==> src/rtl/collision_scanner_pkg.sv <==
// Shared geometry defaults, derived block counts and scanner FSM encoding.
package collision_pkg;

    localparam int unsigned SCREEN_WIDTH_DEF    = 400;
    localparam int unsigned SCREEN_HEIGHT_DEF   = 700;
    localparam int unsigned BLOCK_WIDTH_DEF     = 40;
    localparam int unsigned BLOCK_HEIGHT_DEF    = 5;
    localparam int unsigned DOODLE_WIDTH_DEF    = 20;

    localparam int unsigned BLOCK_IN_WIDTH_DEF  = SCREEN_WIDTH_DEF / BLOCK_WIDTH_DEF;
    localparam int unsigned BLOCK_IN_HEIGHT_DEF = SCREEN_HEIGHT_DEF / BLOCK_HEIGHT_DEF;
    localparam int unsigned COUNT_BLOCKS_DEF    = BLOCK_IN_WIDTH_DEF * BLOCK_IN_HEIGHT_DEF;
    localparam int unsigned IW_DEF              = $clog2(COUNT_BLOCKS_DEF);

    typedef enum logic [1:0] {
        ST_IDLE,
        ST_SCAN,
        ST_DRAIN,
        ST_DONE
    } state_e;

endpackage

==> src/rtl/collision_scanner_block_hit_check.sv <==
// Combinational doodle-foot vs platform overlap test; all sums widened to 33 bits.
module block_hit_check
    import collision_pkg::*;
#(
    parameter int unsigned BLOCK_WIDTH  = BLOCK_WIDTH_DEF,
    parameter int unsigned BLOCK_HEIGHT = BLOCK_HEIGHT_DEF,
    parameter int unsigned DOODLE_WIDTH = DOODLE_WIDTH_DEF
) (
    input  logic [31:0] doodle_x,
    input  logic [31:0] doodle_y,
    input  logic [31:0] block_x,
    input  logic [31:0] block_y,
    input  logic        active,
    input  logic        falling,
    output logic        hit
);
    logic [32:0] doodle_r;
    logic [32:0] block_r;
    logic [32:0] block_b;

    always_comb begin
        doodle_r = {1'b0, doodle_x} + 33'(DOODLE_WIDTH);
        block_r  = {1'b0, block_x} + 33'(BLOCK_WIDTH);
        block_b  = {1'b0, block_y} + 33'(BLOCK_HEIGHT);
        hit = active && falling
              && (block_y <= doodle_y) && ({1'b0, doodle_y} < block_b)
              && (doodle_r > {1'b0, block_x}) && ({1'b0, doodle_x} < block_r);
    end
endmodule

==> src/rtl/collision_scanner.sv <==
// Sequentially scans the block table and reports the lowest-index platform hit.
// Optional COLLISION_EARLY_EXIT_EN stops the scan at the first hit.
module collision_scanner
    import collision_pkg::*;
#(
    parameter int unsigned SCREEN_WIDTH  = SCREEN_WIDTH_DEF,
    parameter int unsigned SCREEN_HEIGHT = SCREEN_HEIGHT_DEF,
    parameter int unsigned BLOCK_WIDTH   = BLOCK_WIDTH_DEF,
    parameter int unsigned BLOCK_HEIGHT  = BLOCK_HEIGHT_DEF,
    parameter int unsigned DOODLE_WIDTH  = DOODLE_WIDTH_DEF,
    localparam int unsigned BLOCK_IN_WIDTH  = SCREEN_WIDTH / BLOCK_WIDTH,
    localparam int unsigned BLOCK_IN_HEIGHT = SCREEN_HEIGHT / BLOCK_HEIGHT,
    localparam int unsigned COUNT_BLOCKS    = BLOCK_IN_WIDTH * BLOCK_IN_HEIGHT,
    localparam int unsigned IW              = $clog2(COUNT_BLOCKS)
) (
    input  logic          clk,
    input  logic          reset,
    input  logic          start,
    input  logic [31:0]   doodle_x,
    input  logic [31:0]   doodle_y,
    input  logic          falling,
    output logic [IW-1:0] rd_idx,
    input  logic [31:0]   rd_x,
    input  logic [31:0]   rd_y,
    input  logic          rd_active,
    output logic          busy,
    output logic          done,
    output logic          has_collide,
    output logic [31:0]   collision_x,
    output logic [31:0]   collision_y
);
    state_e        state_q, state_d;
    logic [IW-1:0] idx_q, idx_d;
    logic [31:0]   col_q, col_d, row_q, row_d;
    logic [31:0]   pend_col_q, pend_col_d, pend_row_q, pend_row_d;
    logic [31:0]   dx_q, dx_d, dy_q, dy_d, cx_q, cx_d, cy_q, cy_d;
    logic          pend_valid_q, pend_valid_d, fall_q, fall_d, has_q, has_d;
    logic          hit, hit_new, last_issue, early_stop;

    block_hit_check #(
        .BLOCK_WIDTH  (BLOCK_WIDTH),
        .BLOCK_HEIGHT (BLOCK_HEIGHT),
        .DOODLE_WIDTH (DOODLE_WIDTH)
    ) u_hit (
        .doodle_x (dx_q),
        .doodle_y (dy_q),
        .block_x  (rd_x),
        .block_y  (rd_y),
        .active   (rd_active),
        .falling  (fall_q),
        .hit      (hit)
    );

    // pend_* tags the read returning this cycle with the column/row it was issued for
    assign hit_new    = pend_valid_q && hit && !has_q
                        && ((state_q == ST_SCAN) || (state_q == ST_DRAIN));
    assign last_issue = (idx_q == IW'(COUNT_BLOCKS - 1));
`ifdef COLLISION_EARLY_EXIT_EN
    assign early_stop = hit_new;
`else
    assign early_stop = 1'b0;
`endif

    always_ff @(posedge clk) begin
        if (reset) begin
            state_q      <= ST_IDLE;
            idx_q        <= '0;
            col_q        <= '0;
            row_q        <= '0;
            pend_col_q   <= '0;
            pend_row_q   <= '0;
            pend_valid_q <= 1'b0;
            dx_q         <= '0;
            dy_q         <= '0;
            fall_q       <= 1'b0;
            has_q        <= 1'b0;
            cx_q         <= '0;
            cy_q         <= '0;
        end else begin
            state_q      <= state_d;
            idx_q        <= idx_d;
            col_q        <= col_d;
            row_q        <= row_d;
            pend_col_q   <= pend_col_d;
            pend_row_q   <= pend_row_d;
            pend_valid_q <= pend_valid_d;
            dx_q         <= dx_d;
            dy_q         <= dy_d;
            fall_q       <= fall_d;
            has_q        <= has_d;
            cx_q         <= cx_d;
            cy_q         <= cy_d;
        end
    end

    always_comb begin
        state_d = state_q;
        unique case (state_q)
            ST_IDLE:  if (start) state_d = ST_SCAN;
            ST_SCAN: begin
                if (early_stop)      state_d = ST_DONE;
                else if (last_issue) state_d = ST_DRAIN;
            end
            ST_DRAIN: state_d = ST_DONE;
            ST_DONE:  state_d = ST_IDLE;
            default:  state_d = ST_IDLE;
        endcase
    end

    always_comb begin
        idx_d        = idx_q;
        col_d        = col_q;
        row_d        = row_q;
        pend_col_d   = pend_col_q;
        pend_row_d   = pend_row_q;
        pend_valid_d = 1'b0;
        dx_d         = dx_q;
        dy_d         = dy_q;
        fall_d       = fall_q;
        has_d        = has_q;
        cx_d         = cx_q;
        cy_d         = cy_q;
        case (state_q)
            ST_IDLE: begin
                if (start) begin
                    dx_d   = doodle_x;
                    dy_d   = doodle_y;
                    fall_d = falling;
                    has_d  = 1'b0;
                    idx_d  = '0;
                    col_d  = '0;
                    row_d  = '0;
                end
            end
            ST_SCAN: begin
                if (!early_stop) begin
                    pend_valid_d = 1'b1;
                    pend_col_d   = col_q;
                    pend_row_d   = row_q;
                    idx_d        = idx_q + 1'b1;
                    if (row_q == 32'(BLOCK_IN_HEIGHT - 1)) begin
                        row_d = '0;
                        col_d = col_q + 32'd1;
                    end else begin
                        row_d = row_q + 32'd1;
                    end
                end
            end
            default: ;
        endcase
        if (hit_new) begin
            has_d = 1'b1;
            cx_d  = pend_col_q;
            cy_d  = pend_row_q;
        end
    end

    always_comb begin
        busy   = (state_q != ST_IDLE);
        done   = (state_q == ST_DONE);
        rd_idx = (state_q == ST_SCAN) ? idx_q : '0;
    end

    assign has_collide = has_q;
    assign collision_x = cx_q;
    assign collision_y = cy_q;
endmodule

==> config.mk <==
export PLATFORM = sky130hd
export DESIGN_NAME = collision_scanner
export DESIGN_NICKNAME = d
export VERILOG_FILES = /design/src/rtl/collision_scanner_pkg.sv /design/src/rtl/collision_scanner_block_hit_check.sv /design/src/rtl/collision_scanner.sv
export SDC_FILE = /design/constraint.sdc
export NUM_CORES = 1
export LEC_CHECK = 0
export CORE_MARGIN = 2
export CORE_UTILIZATION = 40
export CTS_BUF_LIST = sky130_fd_sc_hd__clkbuf_4 sky130_fd_sc_hd__clkbuf_8
export DETAILED_ROUTE_END_ITERATION = 10
export GPL_TIMING_DRIVEN = 0
export PLACE_DENSITY_LB_ADDON = 0.25
export REMOVE_ABC_BUFFERS = 1
export SKIP_CTS_REPAIR_TIMING = 1
export SLEW_MARGIN = 20
export SYNTH_ARGS = -nofsm -noshare
export SYNTH_HDL_FRONTEND = slang
export SYNTH_SLANG_ARGS = --single-unit
==> constraint.sdc <==
create_clock -name clk -period 6 [get_ports clk]
set_input_delay 0.9 -clock clk [delete_from_list [all_inputs] [get_ports clk]]
set_output_delay 0.9 -clock clk [all_outputs]
set_load 0.01 [all_outputs]
==> flow_results.xml <==
<?xml version="1.0" encoding="UTF-8"?>
<metrics>
  <group name="logic_synthesis">
    <metric name="synth-async-reset-ratio" unit="%">0</metric>
    <metric name="synth.cell_area" unit="um2">15370</metric>
    <metric name="yosys.cell_types.count" unit="">60</metric>
    <metric name="synth_edf_count" unit="">0</metric>
    <metric name="dominant_synthesized_flop_cell" unit="">sky130_fd_sc_hd__dfxtp_1</metric>
    <metric name="synth_warnings" unit="">0</metric>
    <metric name="total_of_flip_flops_plus_latches_after_synthesis" unit="">272</metric>
    <metric name="yosysSeqAreaShare" unit="%">35.42</metric>
    <metric name="syn-instance-count" unit="">1806</metric>
    <metric name="syn-mean-instance-area" unit="um2">8.512</metric>
  </group>
  <group name="setup_path">
    <metric name="critPathCaptureType" unit="">flop</metric>
    <metric name="start_kind" unit="">primary input</metric>
    <metric name="cpMostUsedCell" unit="">sky130_fd_sc_hd__buf_4</metric>
    <metric name="required_time_of_the_critical_path" unit="ns">6.52</metric>
    <metric name="worst_ep_arrival_time" unit="ns">6.15</metric>
    <metric name="path_delay_family" unit="">compound AO/OA/AOI/OAI gates</metric>
    <metric name="timing.critical_path.buf_inv" unit="">5</metric>
    <metric name="critical_path_class" unit="">primary input to flop</metric>
    <metric name="critPathMaxFanout" unit="">9</metric>
    <metric name="worst_path_max_delay_cell" unit="">sky130_fd_sc_hd__clkdlybuf4s50_1</metric>
    <metric name="setup.reg_to_reg.worst_slack" unit="ns">0.59</metric>
    <metric name="crit_path_cell_chain" unit="">clkdlybuf4s50_1 -&gt; ha_1 -&gt; o21ai_0 -&gt; or2_2 -&gt; nor3_2 -&gt; nand2_1 -&gt; nor2_2 -&gt; nand2_1 -&gt; xnor2_1 -&gt; ha_1 -&gt; a21o_1 -&gt; a21oi_1 -&gt; o22ai_1 -&gt; o22a_1 -&gt; a2111oi_4 -&gt; nand3_1 -&gt; a2111oi_4 -&gt; buf_6 -&gt; buf_4 -&gt; buf_4 -&gt; buf_4 -&gt; mux2i_1</metric>
    <metric name="critPathMaxStageDelay" unit="ns">0.58</metric>
  </group>
  <group name="clocking">
    <metric name="cts_tree" unit="">built</metric>
    <metric name="clock_insertion_delay_worst_skew" unit="ns">0.62</metric>
    <metric name="cts_max_path_bufs" unit="">3</metric>
    <metric name="clkTransAtPathRegs" unit="ns">0.06</metric>
    <metric name="cts_made_buffers" unit="">48</metric>
    <metric name="clockRootBuffer" unit="">sky130_fd_sc_hd__clkbuf_8</metric>
    <metric name="tritoncts_num_sinks" unit="">272</metric>
    <metric name="htree_levels" unit="">2</metric>
  </group>
  <group name="global_route">
    <metric name="number_of_antenna_violations_at_the_first_check_in_global_routing" unit="">0</metric>
    <metric name="grt_max_degree" unit="">161</metric>
    <metric name="first_global_vias" unit="">12600</metric>
    <metric name="wire_length_of_the_first_global_routing_pass" unit="mm">62.51</metric>
    <metric name="gr-total-overflow" unit="">0</metric>
    <metric name="global_route.usage.total" unit="%">19.27</metric>
  </group>
  <group name="pwr">
    <metric name="post-layout-total-power" unit="mW">5.200</metric>
    <metric name="cellPowerDensity" unit="nW/um2">273.5</metric>
    <metric name="ir_drop" unit="uV">162.6</metric>
    <metric name="leakagePower" unit="nW">7.150</metric>
  </group>
  <group name="finish">
    <metric name="areaGrowthSynthToFinish" unit="%">23.68</metric>
    <metric name="fin_util" unit="%">50.36</metric>
    <metric name="drive_above_1_share" unit="%">5.776</metric>
    <metric name="layout.cell_area.non_filler" unit="um2">19010</metric>
    <metric name="num-nets-final" unit="">2280</metric>
  </group>
  <group name="sta">
    <metric name="slew_viol_final" unit="">0</metric>
    <metric name="unrepaired_setup_endpoints_after_global_routing" unit="">no</metric>
    <metric name="final_hold_viol_count" unit="">0</metric>
    <metric name="max_freq" unit="MHz">177.8</metric>
    <metric name="layout_worst_path_cycle_share" unit="%">93.72</metric>
    <metric name="relSlewSlack" unit="%">50.34</metric>
    <metric name="fin_skew" unit="ns">0.03231</metric>
    <metric name="setup-violations-final" unit="">0</metric>
    <metric name="finalSetupTns" unit="ns">0</metric>
    <metric name="period_minus_slack" unit="ns">5.623</metric>
    <metric name="worst_slew_pin_slew" unit="ns">0.7450</metric>
  </group>
  <group name="placement">
    <metric name="count_of_input_and_output_buffers" unit="">210</metric>
    <metric name="dpl-instance-area" unit="um2">17980</metric>
    <metric name="dpl.hpwl" unit="mm">28.03</metric>
    <metric name="gp_congestion" unit="">0.8756</metric>
  </group>
  <group name="route">
    <metric name="vias" unit="">12750</metric>
    <metric name="first_pass_iters" unit="">8</metric>
    <metric name="first_iter_violations" unit="">427</metric>
    <metric name="ant_nets" unit="">0</metric>
    <metric name="vias_per_cell" unit="">4.992</metric>
    <metric name="post_route_drc" unit="">0</metric>
    <metric name="routedWlPerCell" unit="um">15.12</metric>
    <metric name="drt_wl_total" unit="mm">38.63</metric>
  </group>
  <group name="floorplanning">
    <metric name="overall_die_width" unit="um">200.0</metric>
    <metric name="die_height" unit="um">200.0</metric>
    <metric name="top_ports" unit="">211</metric>
    <metric name="area_enclosed_by_the_die_boundary" unit="um2">40020</metric>
    <metric name="start_util" unit="%">40.72</metric>
    <metric name="fp.coreArea" unit="um2">37760</metric>
    <metric name="placementRows" unit="">71</metric>
  </group>
  <group name="status">
    <metric name="status" unit="">complete, no violations</metric>
  </group>
  <group name="run">
    <metric name="drv.max_cap_violation_count" unit="">0</metric>
  </group>
  <group name="min_path">
    <metric name="hold_path_class" unit="">flop to flop</metric>
  </group>
</metrics>
state kept, by name, indices dropped and copies added (netlist names):
signal	count
has_collide	1
row_q	32
idx_q	11
dx_q	32
state_q	2
collision_y	32
collision_x	32
pend_valid_q	1
dy_q	32
col_q	32
fall_q	1
pend_row_q	32
pend_col_q	32
layout make-up:
type	instances	area, um2
Inverter	83	311.5
Fill cell	3628	18740
Timing Repair Buffer	225	2308
Tap cell	511	639.4
Clock buffer	67	865.8
Multi-Input combinational cell	1380	9306
Antenna cell	1	2.502
Sequential cell	272	5445
Clock inverter	16	133.9
worst register-to-register path, stage by stage (launching register included):
cell and delay [ns]:
sky130_fd_sc_hd__dfxtp_1 0.46, sky130_fd_sc_hd__a21oi_1 0.12, sky130_fd_sc_hd__nor2_1 0.18, sky130_fd_sc_hd__and2_1 0.26
sky130_fd_sc_hd__nand3_1 0.21, sky130_fd_sc_hd__nor3_1 0.58, sky130_fd_sc_hd__and2_1 0.29, sky130_fd_sc_hd__nand3_1 0.11
sky130_fd_sc_hd__xnor2_1 0.15, sky130_fd_sc_hd__ha_1 0.30, sky130_fd_sc_hd__nand3_1 0.09, sky130_fd_sc_hd__o221ai_1 0.27
sky130_fd_sc_hd__mux2i_1 0.18, sky130_fd_sc_hd__a2111oi_4 0.45, sky130_fd_sc_hd__nand3_1 0.26, sky130_fd_sc_hd__a2111oi_4 0.30
sky130_fd_sc_hd__buf_6 0.20, sky130_fd_sc_hd__buf_4 0.22, sky130_fd_sc_hd__buf_4 0.23, sky130_fd_sc_hd__buf_4 0.24
sky130_fd_sc_hd__mux2i_1 0.21
cell usage after synthesis (56+ instances only):
cell type / count / area (um2)
sky130_fd_sc_hd__clkbuf_1: 56 / 210.2
sky130_fd_sc_hd__xor2_1: 70 / 613.1
sky130_fd_sc_hd__nand4_1: 59 / 369.1
sky130_fd_sc_hd__nand2_1: 226 / 848.3
sky130_fd_sc_hd__xnor2_1: 77 / 674.4
sky130_fd_sc_hd__nor2_1: 190 / 713.2
sky130_fd_sc_hd__inv_1: 83 / 311.6
sky130_fd_sc_hd__nand2b_1: 131 / 819.5
sky130_fd_sc_hd__dfxtp_1: 272 / 5445
sky130_fd_sc_hd__ha_1: 137 / 1714
sky130_fd_sc_hd__a21oi_1: 121 / 605.6
sky130_fd_sc_hd__mux2i_1: 132 / 1321
through the flow:
stage          cells  hold slack (ns)  setup WS, ns
4_1_cts         2552           0.4586       -0.4423
2_1_floorplan   1735           0.4303        -1.150
3_5_place_dp    2469           0.4512        -1.091
3_3_place_gp    2456           0.4450        -4.235
6_report        2555           0.4533        0.3771
5_1_grt         2554           0.4801       0.04053
logic make-up (layout without fill, tap and decap cells):
logic type	Yosys count	in the layout	share of synthesized area, %
buffers and inverters	154	391	4.362
multiplexers	133	133	8.668
AO/OA/AOI/OAI	202	202	7.748
AND/OR/NAND/NOR	761	761	24.28
other	0	1	0
flip-flops	272	272	35.42
XOR/XNOR	147	147	8.375
adder cells (fa/ha/maj)	137	137	11.15
placed cells by master (no fill, tap or decap), drive strengths merged, types with 7 or more instances in the layout:
| master | netlist | layout |
|---|---|---|
| a211oi | 7 | 7 |
| a21o | 16 | 16 |
| a21oi | 121 | 121 |
| and2 | 18 | 18 |
| and3 | 20 | 20 |
| and4 | 12 | 12 |
| buf | 15 | 16 |
| clkbuf | 56 | 67 |
| clkdlybuf4s50 | 0 | 209 |
| clkinv | 0 | 12 |
| dfxtp | 272 | 272 |
| ha | 137 | 137 |
| inv | 83 | 86 |
| mux2i | 132 | 132 |
| nand2 | 226 | 226 |
| nand2b | 131 | 131 |
| nand3 | 44 | 44 |
| nand4 | 61 | 61 |
| nor2 | 190 | 190 |
| nor2b | 8 | 8 |
| nor3 | 16 | 16 |
| nor4 | 15 | 15 |
| o21ai | 30 | 30 |
| or3 | 9 | 9 |
| xnor2 | 77 | 77 |
| xor2 | 70 | 70 |
final timing paths:
path,startpoint,cells after the start,end
max,rd_x[3],22,collision_y[11]$_SDFFE_PP0P_
min,pend_row_q[0]$_SDFFE_PP0P_,2,collision_y[0]$_SDFFE_PP0P_
max reg2reg,dx_q[4]$_SDFFE_PP0P_,20,collision_y[11]$_SDFFE_PP0P_
min reg2reg,pend_row_q[0]$_SDFFE_PP0P_,2,collision_y[0]$_SDFFE_PP0P_
per-layer routing:
layer / vias to the layer above / GRT usage, % / routed length (um)
met5: - / 0 / 0
met4: 0 / 5.953 / 668
met3: 51 / 4.217 / 2211
met2: 219 / 32.57 / 17790
met1: 5945 / 24.51 / 17960
li1: 6539 / - / -
report_power, final:
part | leakage [nW] | total [mW] | switching (mW) | internal (mW)
clock | 0.540 | 1.79 | 0.807 | 0.985
combinational | 4.41 | 1.36 | 0.772 | 0.588
sequential | 2.20 | 2.05 | 0.133 | 1.92
total | 7.15 | 5.20 | 1.71 | 3.49
Note: power is estimated with default switching activity, not from simulation.
